===== src/rtl/pd_pkg.sv =====
// Shared constants, types and packet word map for the feature packer.
// Defines the snapshot record, FSM states and the word selector.
package pd_pkg;

  localparam int PKT_WORDS = 17;
  localparam int IDX_CHKSUM = PKT_WORDS - 1;
  localparam logic [15:0] HEADER_DEF = 16'hA55A;
  localparam int CNT_W_DEF = 16;

  localparam logic [4:0] W_HDR    = 5'd0;
  localparam logic [4:0] W_SEQ    = 5'd1;
  localparam logic [4:0] W_NUM    = 5'd2;
  localparam logic [4:0] W_PEAK   = 5'd3;
  localparam logic [4:0] W_FRONT  = 5'd4;
  localparam logic [4:0] W_BEHIND = 5'd5;
  localparam logic [4:0] W_TOTAL  = 5'd6;
  localparam logic [4:0] W_MEAN   = 5'd7;
  localparam logic [4:0] W_M2_HI  = 5'd8;
  localparam logic [4:0] W_M2_LO  = 5'd9;
  localparam logic [4:0] W_M3_HI  = 5'd10;
  localparam logic [4:0] W_M3_MI  = 5'd11;
  localparam logic [4:0] W_M3_LO  = 5'd12;
  localparam logic [4:0] W_M4_HI  = 5'd13;
  localparam logic [4:0] W_M4_MI  = 5'd14;
  localparam logic [4:0] W_M4_LO  = 5'd15;
  localparam logic [4:0] W_CHK    = 5'(IDX_CHKSUM);

  typedef enum logic {
    IDLE = 1'b0,
    SEND = 1'b1
  } state_t;

  typedef struct packed {
    logic [15:0] seq;
    logic [15:0] num;
    logic [7:0]  peak;
    logic [15:0] front;
    logic [15:0] behind;
    logic [15:0] total;
    logic [7:0]  mean;
    logic [7:0]  rem;
    logic [23:0] m2;
    logic [32:0] m3;
    logic [40:0] m4;
  } feat_t;

  function automatic logic [15:0] pkt_word(
    input feat_t       f,
    input logic [4:0]  i,
    input logic [15:0] hdr
  );
    logic [47:0] m3x;
    logic [47:0] m4x;
    logic [15:0] w;
    m3x = {{15{f.m3[32]}}, f.m3};
    m4x = {7'd0, f.m4};
    w = 16'h0000;
    unique case (i)
      W_HDR:    w = hdr;
      W_SEQ:    w = f.seq;
      W_NUM:    w = f.num;
      W_PEAK:   w = {8'h00, f.peak};
      W_FRONT:  w = f.front;
      W_BEHIND: w = f.behind;
      W_TOTAL:  w = f.total;
      W_MEAN:   w = {f.mean, f.rem};
      W_M2_HI:  w = {8'h00, f.m2[23:16]};
      W_M2_LO:  w = f.m2[15:0];
      W_M3_HI:  w = m3x[47:32];
      W_M3_MI:  w = m3x[31:16];
      W_M3_LO:  w = m3x[15:0];
      W_M4_HI:  w = m4x[47:32];
      W_M4_MI:  w = m4x[31:16];
      W_M4_LO:  w = m4x[15:0];
      default:  w = 16'h0000;
    endcase
    return w;
  endfunction

endpackage


===== src/rtl/pd_feature_packer_if.sv =====
// Packet stream bundle: data, valid, ready, last.
// master drives the stream, slave is the host-link sink.
interface pd_feature_packer_if;
  logic [15:0] Pkt_data;
  logic        Pkt_valid;
  logic        Pkt_ready;
  logic        Pkt_last;

  modport master (
    output Pkt_data,
    output Pkt_valid,
    output Pkt_last,
    input  Pkt_ready
  );

  modport slave (
    input  Pkt_data,
    input  Pkt_valid,
    input  Pkt_last,
    output Pkt_ready
  );
endinterface


===== src/rtl/pd_feature_snapshot.sv =====
// Two-slot register FIFO of feature snapshots.
// Ports: push/din write, pop frees dout slot, full/empty/count status.
module pd_feature_snapshot
  import pd_pkg::*;
(
  input  logic       Clk_arithmetic,
  input  logic       Rst,
  input  logic       push,
  input  logic       pop,
  input  feat_t      din,
  output feat_t      dout,
  output logic       full,
  output logic       empty,
  output logic [1:0] count
);

  feat_t      mem [2];
  logic       wr_q;
  logic       rd_q;
  logic [1:0] cnt_q;

  // With both slots full wr==rd, so a push paired with a
  // pop lands in the slot being released at this edge.
  always_ff @(posedge Clk_arithmetic or negedge Rst) begin
    if (!Rst) begin
      mem[0] <= '0;
      mem[1] <= '0;
      wr_q   <= 1'b0;
      rd_q   <= 1'b0;
      cnt_q  <= 2'd0;
    end else begin
      if (push) begin
        mem[wr_q] <= din;
        wr_q      <= ~wr_q;
      end
      if (pop) begin
        rd_q <= ~rd_q;
      end
      unique case ({push, pop})
        2'b10:   cnt_q <= cnt_q + 2'd1;
        2'b01:   cnt_q <= cnt_q - 2'd1;
        default: cnt_q <= cnt_q;
      endcase
    end
  end

  assign dout  = mem[rd_q];
  assign full  = (cnt_q == 2'd2);
  assign empty = (cnt_q == 2'd0);
  assign count = cnt_q;

endmodule


===== src/rtl/pd_feature_packer.sv =====
// Snapshots pulse features on Over_flag and streams 17-word packets.
// Ports: feature inputs, pkt stream (master), Busy, Drop_cnt.
module pd_feature_packer
  import pd_pkg::*;
#(
  parameter logic [15:0] HEADER = HEADER_DEF,
  parameter int          CNT_W  = CNT_W_DEF
) (
  input  logic              Clk_arithmetic,
  input  logic              Rst,
  input  logic              Over_flag,
  input  logic [15:0]       Monopulse_num,
  input  logic [7:0]        Peak_value,
  input  logic [15:0]       Front_area,
  input  logic [15:0]       Behind_area,
  input  logic [15:0]       Total_area,
  input  logic [7:0]        Mean_value,
  input  logic [7:0]        Mean_value_remainders,
  input  logic [23:0]       Second_moment,
  input  logic [32:0]       Third_moment,
  input  logic [40:0]       Fourth_moment,
  pd_feature_packer_if.master pkt,
  output logic              Busy,
  output logic [CNT_W-1:0]  Drop_cnt
);

  state_t            state_q;
  state_t            state_d;
  logic [4:0]        idx_q;
  logic [4:0]        idx_d;
  logic [15:0]       acc_q;
  logic [15:0]       acc_d;
  logic [15:0]       data_q;
  logic [15:0]       data_d;
  logic              valid_q;
  logic              valid_d;
  logic              last_q;
  logic              last_d;
  logic [CNT_W-1:0]  seq_q;
  logic [CNT_W-1:0]  drop_q;

  feat_t       cap_f;
  feat_t       rd_f;
  logic        full;
  logic        empty;
  logic [1:0]  count;
  logic        accept;
  logic        pop;
  logic        push;
  logic        drop;
  logic [4:0]  idx_inc;
  logic [15:0] acc_inc;

  assign accept = valid_q && pkt.Pkt_ready;
  assign pop    = (state_q == SEND) && accept
                  && (idx_q == W_CHK);
  // A slot released this edge is free for capture.
  assign push   = Over_flag && (!full || pop);
  assign drop   = Over_flag && full && !pop;

  always_comb begin
    cap_f        = '0;
    cap_f.seq    = 16'(seq_q);
    cap_f.num    = Monopulse_num;
    cap_f.peak   = Peak_value;
    cap_f.front  = Front_area;
    cap_f.behind = Behind_area;
    cap_f.total  = Total_area;
    cap_f.mean   = Mean_value;
    cap_f.rem    = Mean_value_remainders;
    cap_f.m2     = Second_moment;
    cap_f.m3     = Third_moment;
    cap_f.m4     = Fourth_moment;
  end

  pd_feature_snapshot u_snap (
    .Clk_arithmetic (Clk_arithmetic),
    .Rst            (Rst),
    .push           (push),
    .pop            (pop),
    .din            (cap_f),
    .dout           (rd_f),
    .full           (full),
    .empty          (empty),
    .count          (count)
  );

  always_ff @(posedge Clk_arithmetic or negedge Rst) begin
    if (!Rst) begin
      seq_q  <= '0;
      drop_q <= '0;
    end else begin
      if (push && (seq_q != '1)) begin
        seq_q <= seq_q + 1'b1;
      end
      if (drop && (drop_q != '1)) begin
        drop_q <= drop_q + 1'b1;
      end
    end
  end

  always_ff @(posedge Clk_arithmetic or negedge Rst) begin
    if (!Rst) begin
      state_q <= IDLE;
    end else begin
      state_q <= state_d;
    end
  end

  always_comb begin
    state_d = state_q;
    unique case (state_q)
      IDLE: begin
        if (!empty) begin
          state_d = SEND;
        end
      end
      SEND: begin
        if (pop && (count == 2'd1)) begin
          state_d = IDLE;
        end
      end
      default: state_d = IDLE;
    endcase
  end

  assign idx_inc = idx_q + 5'd1;
  assign acc_inc = acc_q + data_q;

  // acc holds the sum of words already accepted, so the
  // checksum word is ready when word 15 is accepted.
  always_comb begin
    idx_d   = idx_q;
    acc_d   = acc_q;
    data_d  = data_q;
    valid_d = valid_q;
    last_d  = last_q;
    unique case (state_q)
      IDLE: begin
        if (!empty) begin
          idx_d   = W_HDR;
          acc_d   = 16'h0000;
          data_d  = HEADER;
          valid_d = 1'b1;
          last_d  = 1'b0;
        end
      end
      SEND: begin
        if (accept) begin
          if (idx_q == W_CHK) begin
            idx_d  = W_HDR;
            acc_d  = 16'h0000;
            last_d = 1'b0;
            if (count == 2'd1) begin
              valid_d = 1'b0;
            end else begin
              data_d = HEADER;
            end
          end else begin
            idx_d  = idx_inc;
            acc_d  = acc_inc;
            last_d = (idx_inc == W_CHK);
            data_d = (idx_inc == W_CHK) ? acc_inc
                     : pkt_word(rd_f, idx_inc, HEADER);
          end
        end
      end
      default: begin
        valid_d = 1'b0;
        last_d  = 1'b0;
      end
    endcase
  end

  always_ff @(posedge Clk_arithmetic or negedge Rst) begin
    if (!Rst) begin
      idx_q   <= 5'd0;
      acc_q   <= 16'h0000;
      data_q  <= 16'h0000;
      valid_q <= 1'b0;
      last_q  <= 1'b0;
    end else begin
      idx_q   <= idx_d;
      acc_q   <= acc_d;
      data_q  <= data_d;
      valid_q <= valid_d;
      last_q  <= last_d;
    end
  end

  assign pkt.Pkt_data  = data_q;
  assign pkt.Pkt_valid = valid_q;
  assign pkt.Pkt_last  = last_q;
  assign Busy          = !empty;
  assign Drop_cnt      = drop_q;

endmodule

===== src/flat_wrapper.sv =====
// flat-port wrapper written by rule: the top's interface ports become plain ports
module pd_feature_packer_flat import pd_pkg::*;
#(
  parameter logic [15:0] HEADER = HEADER_DEF,
  parameter int          CNT_W  = CNT_W_DEF
)
  (Clk_arithmetic, Rst, Over_flag, Monopulse_num, Peak_value, Front_area, Behind_area, Total_area, Mean_value, Mean_value_remainders, Second_moment, Third_moment, Fourth_moment, Busy, Drop_cnt, pkt_Pkt_data, pkt_Pkt_valid, pkt_Pkt_last, pkt_Pkt_ready);
  pd_feature_packer_if pkt_i ();
  input  logic Clk_arithmetic;
  input  logic Rst;
  input  logic Over_flag;
  input  logic [15:0] Monopulse_num;
  input  logic [7:0] Peak_value;
  input  logic [15:0] Front_area;
  input  logic [15:0] Behind_area;
  input  logic [15:0] Total_area;
  input  logic [7:0] Mean_value;
  input  logic [7:0] Mean_value_remainders;
  input  logic [23:0] Second_moment;
  input  logic [32:0] Third_moment;
  input  logic [40:0] Fourth_moment;
  output logic Busy;
  output logic [CNT_W-1:0] Drop_cnt;
  output wire logic [$bits(pkt_i.Pkt_data)-1:0] pkt_Pkt_data;
  output wire logic [$bits(pkt_i.Pkt_valid)-1:0] pkt_Pkt_valid;
  output wire logic [$bits(pkt_i.Pkt_last)-1:0] pkt_Pkt_last;
  input wire logic [$bits(pkt_i.Pkt_ready)-1:0] pkt_Pkt_ready;
  assign pkt_Pkt_data = pkt_i.Pkt_data;
  assign pkt_Pkt_valid = pkt_i.Pkt_valid;
  assign pkt_Pkt_last = pkt_i.Pkt_last;
  assign pkt_i.Pkt_ready = pkt_Pkt_ready;
  pd_feature_packer #(.HEADER(HEADER), .CNT_W(CNT_W)) u_core (.Clk_arithmetic(Clk_arithmetic), .Rst(Rst), .Over_flag(Over_flag), .Monopulse_num(Monopulse_num), .Peak_value(Peak_value), .Front_area(Front_area), .Behind_area(Behind_area), .Total_area(Total_area), .Mean_value(Mean_value), .Mean_value_remainders(Mean_value_remainders), .Second_moment(Second_moment), .Third_moment(Third_moment), .Fourth_moment(Fourth_moment), .pkt(pkt_i), .Busy(Busy), .Drop_cnt(Drop_cnt));
endmodule

===== config.mk =====
export PLATFORM = sky130hd
export DESIGN_NAME = pd_feature_packer_flat
export DESIGN_NICKNAME = d
export VERILOG_FILES = /design/src/rtl/pd_pkg.sv /design/src/rtl/pd_feature_packer_if.sv /design/src/rtl/pd_feature_snapshot.sv /design/src/rtl/pd_feature_packer.sv /design/src/flat_wrapper.sv
export SDC_FILE = /design/constraint.sdc
export NUM_CORES = 1
export LEC_CHECK = 0
export CAP_MARGIN = 25
export CORE_ASPECT_RATIO = 1.75
export CORE_MARGIN = 3
export CORE_UTILIZATION = 54
export CTS_BUF_LIST = sky130_fd_sc_hd__clkbuf_4
export CTS_CLUSTER_SIZE = 40
export DETAILED_ROUTE_END_ITERATION = 7
export HOLD_SLACK_MARGIN = 0.12
export PLACE_DENSITY = 0.78
export SYNTH_ARGS = -nofsm -noshare
export SYNTH_HDL_FRONTEND = slang
export SYNTH_SLANG_ARGS = --single-unit

===== constraint.sdc =====
create_clock -name Clk_arithmetic -period 7.9 [get_ports Clk_arithmetic]
set_clock_uncertainty 0.2 [all_clocks]
set_input_delay 1.58 -clock Clk_arithmetic [delete_from_list [all_inputs] [get_ports Clk_arithmetic]]
set_output_delay 1.58 -clock Clk_arithmetic [all_outputs]
set_load 0.02 [all_outputs]

==> out/results.txt <==
The flow ran to the end, and the final reports show no timing, DRC or antenna violations. Wires add up to 64.53 mm. Setup repair after global routing left no endpoint under its margin. Max-cap violations in this run came to 0.

After clock tree synthesis, the clock-pin slew on the worst setup and hold paths is 90 ps. Among the stages of the critical path, the cell type that occurs most often is buf_4. dfrtp_1 is the most common cell in the netlist. The x dimension of the die was 162.3 um. The reg2reg setup slack is 3320 ps, and the delay of the slowest cell on the worst path is 680 ps.

For the number of H-tree levels, the log shows 3. The maximum operating frequency was 218.4 MHz; the maximum count of clock buffers along a single path was 3. The tightest hold path in the finished design has a slack of 291.4 ps.

In the final design database the tool counted 2266 nets. The floorplan step set the die height to 279.5 um. The run gives 10 as the initial antenna violation count. STA classifies the critical path startpoint as a flop. Ranked by instance count, the synthesized netlist is headed by dfrtp_1 (480), mux2_2 (381), mux2i_1 (173), o22ai_1 (73), nand2_1 (67).

The detail route stage leaves a number of antenna-violating nets equal to 0. CTS saw 480 sinks. In the final timing run, aggregate negative setup slack is 0 ps. Post-CTS timing repair inserted 0 buffers for setup. Among all flip-flop cells after synthesis, the most frequent one is dfrtp_1.

Compared with the post-synthesis result, the final layout area differs by 18.06%. 225 I/O pins were placed. Shortest clock period the worst path allows after layout: 4578 ps. Total count of hold-check failures in the final report: 0. The number of hold buffers added after CTS was 0. The sequential fraction of the synthesis area was 52.02%; the number of buffers added on ports was 224. Counting both buffers and inverters, the worst setup path holds a total of 2. The congestion estimate from routability-driven global placement came to 0.9564. The tools report the full die area as 45370 um2.

Detailed routing inserted a total of 16.41k vias. The data arrival time at the worst-slack endpoint is 5110 ps. Type of the worst min-delay path: flop to flop.

The run gives 0 as the residual DRC count. The maximum net fanout on the critical path came out at 26. Final setup violation count: 0. The first global-routing pass estimated 99.06 mm of wire. The worst setup path is of the flop to flop kind. Entering global routing, the biggest net connects 139 pins. In this run the tightest slew margin relative to its limit is 28.67%. The number of clock buffers added by TritonCTS is 112.

The count of state elements after synthesis was 480. Post-CTS repair changed the size of 0 cells. TritonCTS built the clock tree.

In the final routed layout, each cell accounts on average for 23.88 um. In the synthesized netlist, the number of instances is 1798. The final-report max-slew violation count is 0. The run gives 8430 ps as the data required time of the worst path. The worst-path cell with the longest stage delay was o21ai_0. VDD sags by at most 0.2570 mV. The number of global-route vias before repair is 17.40k, and the source-to-sink clock delay at the later pin of the worst-skew pair is 860 ps. The pre-antenna-repair detailed-routing pass consisted of 5 iterations. Averaged over all synthesized cells, the footprint is 12.84 um2. The tree is rooted in a clkbuf_4.

The reported leakage power came out at 0.01118 uW. DRC violation total after the first TritonRoute iteration: 1129. The detailed-placement wirelength estimate was 44.59 mm. The floorplan has 99 rows. Using the TritonRoute via totals, the vias-per-cell ratio works out to 6.073.

Of all flip-flops after synthesis, the portion carrying an async set or reset was 100.0%. The run gives 3322 ps as the smallest setup slack after layout. STA classifies the critical path endpoint as a flop. The sum of internal, switching and leakage power is 11080 uW. Broken down by cell family, the worst path's largest delay share belongs to compound AO/OA/AOI/OAI gates. For the share of the core filled with cells in the final layout, the log shows 64.91%. The post-route netlist has 28.66% of its cells at a drive strength greater than 1. The total of warnings raised by yosys was 0.

The synthesized design spends more area on one cell type than any other, namely dfrtp_1. The worst slack after detailed placement was 3044 ps. Yosys mapped the design onto 76 distinct sky130hd cell types.

Global routing consumed, over all layers together, 28.36% of the routing resources. Counting the fill cells in the layout gives 3164. Once the floorplan was initialized, standard cells occupied 54.98% of the core. In the post-synthesis netlist, the biggest area contributors are dfrtp_1 (52%), mux2_2 (19%), mux2i_1 (7.5%), o22ai_1 (2.0%), mux2_1 (1.8%). Transition time at the pin with the least slew margin: 1070 ps. Traced cell by cell, the critical path runs through ha_1 > and3_2 > xnor2_2 > buf_4 > nand2_1 > buf_4 > o22ai_1 > o21ai_0 > o2111ai_1 > a2bb2oi_1. Counting flops with a built-in enable in the synthesized netlist gives 0. Power spread over the standard cell area amounts to 406.3 nW/um2. The tools report the net count after synthesis as 2015. Core area: 41990 um2.

The top cell type by area accounts for 52.02% of the synthesized area. The worst path uses 57.95% of the clock period. The overall overflow remaining after global route was 0. The run gives 23090 um2 as the post-synthesis cell area.
==> where the power goes <==
part           leakage (uW)  internal [uW]  switching [uW]
Sequential          0.00577           3600             698
Combinational       0.00453           2250            2440
Clock              0.000883           1080            1000
==> layout make-up <==
| type | count | area [um2] | share of cell area (%) |
|---|---|---|---|
| inverter | 15 | 56.30 | 0.2066 |
| antenna | 8 | 20.02 | 0.07344 |
| clock inverter | 41 | 277.8 | 1.019 |
| tap | 555 | 694.4 | 2.548 |
| sequential | 480 | 12020 | 44.08 |
| clock buffer | 163 | 1224 | 4.489 |
| multi-input combinational | 1191 | 10450 | 38.32 |
| timing repair buffer | 249 | 2525 | 9.263 |
==> metrics by stage <==
stage                     cell area (um2)  instances
final                               27260       2702
after global routing                27250       2700
after CTS                           27210       2693
after detailed placement            25710       2489
after global placement              25680       2488
after floorplan                     23090       1798
==> final timing paths <==
| check | to | cells after the start | startpoint |
|---|---|---|---|
| setup / recovery | u_core.pkt.Pkt_data[7]$_DFFE_PN0P_ | 10 | u_core.idx_q[1]$_DFFE_PN0P_ |
| hold / removal | u_core.u_snap.mem[368]$_DFFE_PN0P_ | 1 | u_core.u_snap.mem[368]$_DFFE_PN0P_ |
| setup reg to reg | u_core.pkt.Pkt_data[7]$_DFFE_PN0P_ | 10 | u_core.idx_q[1]$_DFFE_PN0P_ |
| hold reg to reg | u_core.u_snap.mem[368]$_DFFE_PN0P_ | 1 | u_core.u_snap.mem[368]$_DFFE_PN0P_ |
| max in group asynchronous | u_core.u_snap.mem[206]$_DFFE_PN0P_ | 2 | Rst |
| min in group asynchronous | u_core.u_snap.mem[178]$_DFFE_PN0P_ | 1 | Rst |
==> kinds of logic (layout without fill, tap and decap cells) <==
logic type,Yosys count,after routing,share of synthesized area [%]
xor gates and xnor gates,47,47,1.815
and+or+nand+nor,234,234,5.067
buffers and inverters,127,468,2.856
other,0,8,0
adders and majority gates,27,27,1.496
muxes,590,590,27.84
DFF,480,480,52.02
AOI/OAI and AO/OA,293,293,8.904
==> cell usage in the layout, fill, tap and decap left out, types with 5 or more instances in the layout <==
cell	n
a31oi_1	8
mux2_2	381
and2_1	9
o22a_1	6
buf_4	19
a21o_1	14
and3_1	10
xor2_1	11
o211ai_1	5
a22oi_1	15
nand3_1	39
o22ai_1	73
o21ai_0	45
xnor2_1	35
inv_1	15
mux2i_1	173
nand2_1	64
nor3_1	22
a221oi_1	9
a22o_1	18
clkinv_1	28
diode_2	8
clkbuf_4	163
dfrtp_1	479
a21oi_1	27
o221ai_1	14
nand4_1	16
ha_1	26
clkdlybuf4s50_1	223
a211oi_1	9
nor2_1	39
mux2_1	36
==> sequential cells by signal (all words and copies together), names as in the netlist <==
register / cells
u_core.pkt.Pkt_valid: 1
u_core.u_snap.mem: 404
u_core.pkt.Pkt_last: 1
u_core.pkt.Pkt_data: 16
u_core.seq_q: 16
u_core.state_q: 1
u_core.Drop_cnt: 16
u_core.acc_q: 16
u_core.u_snap.rd_q: 1
u_core.u_snap.count: 2
u_core.u_snap.wr_q: 1
u_core.idx_q: 5
==> routing by layer <==
layer / up-vias / track usage, % / wire length [um]
met3: 176 / 5.282 / 3555
met4: 6 / 16.62 / 3905
met1: 8365 / 31.91 / 23310
li1: 7268 / - / -
met2: 593 / 49.86 / 33720
met5: - / 0 / 34
==> worst register-to-register path, cell delays in order, from the launching register on <==
cell       delay, ps
dfrtp_1          540
ha_1             660
and3_2           320
xnor2_2           60
buf_4            220
nand2_1          460
buf_4            490
o22ai_1          190
o21ai_0          680
o2111ai_1        380
a2bb2oi_1        230
Power figures use the tool's default switching activity.
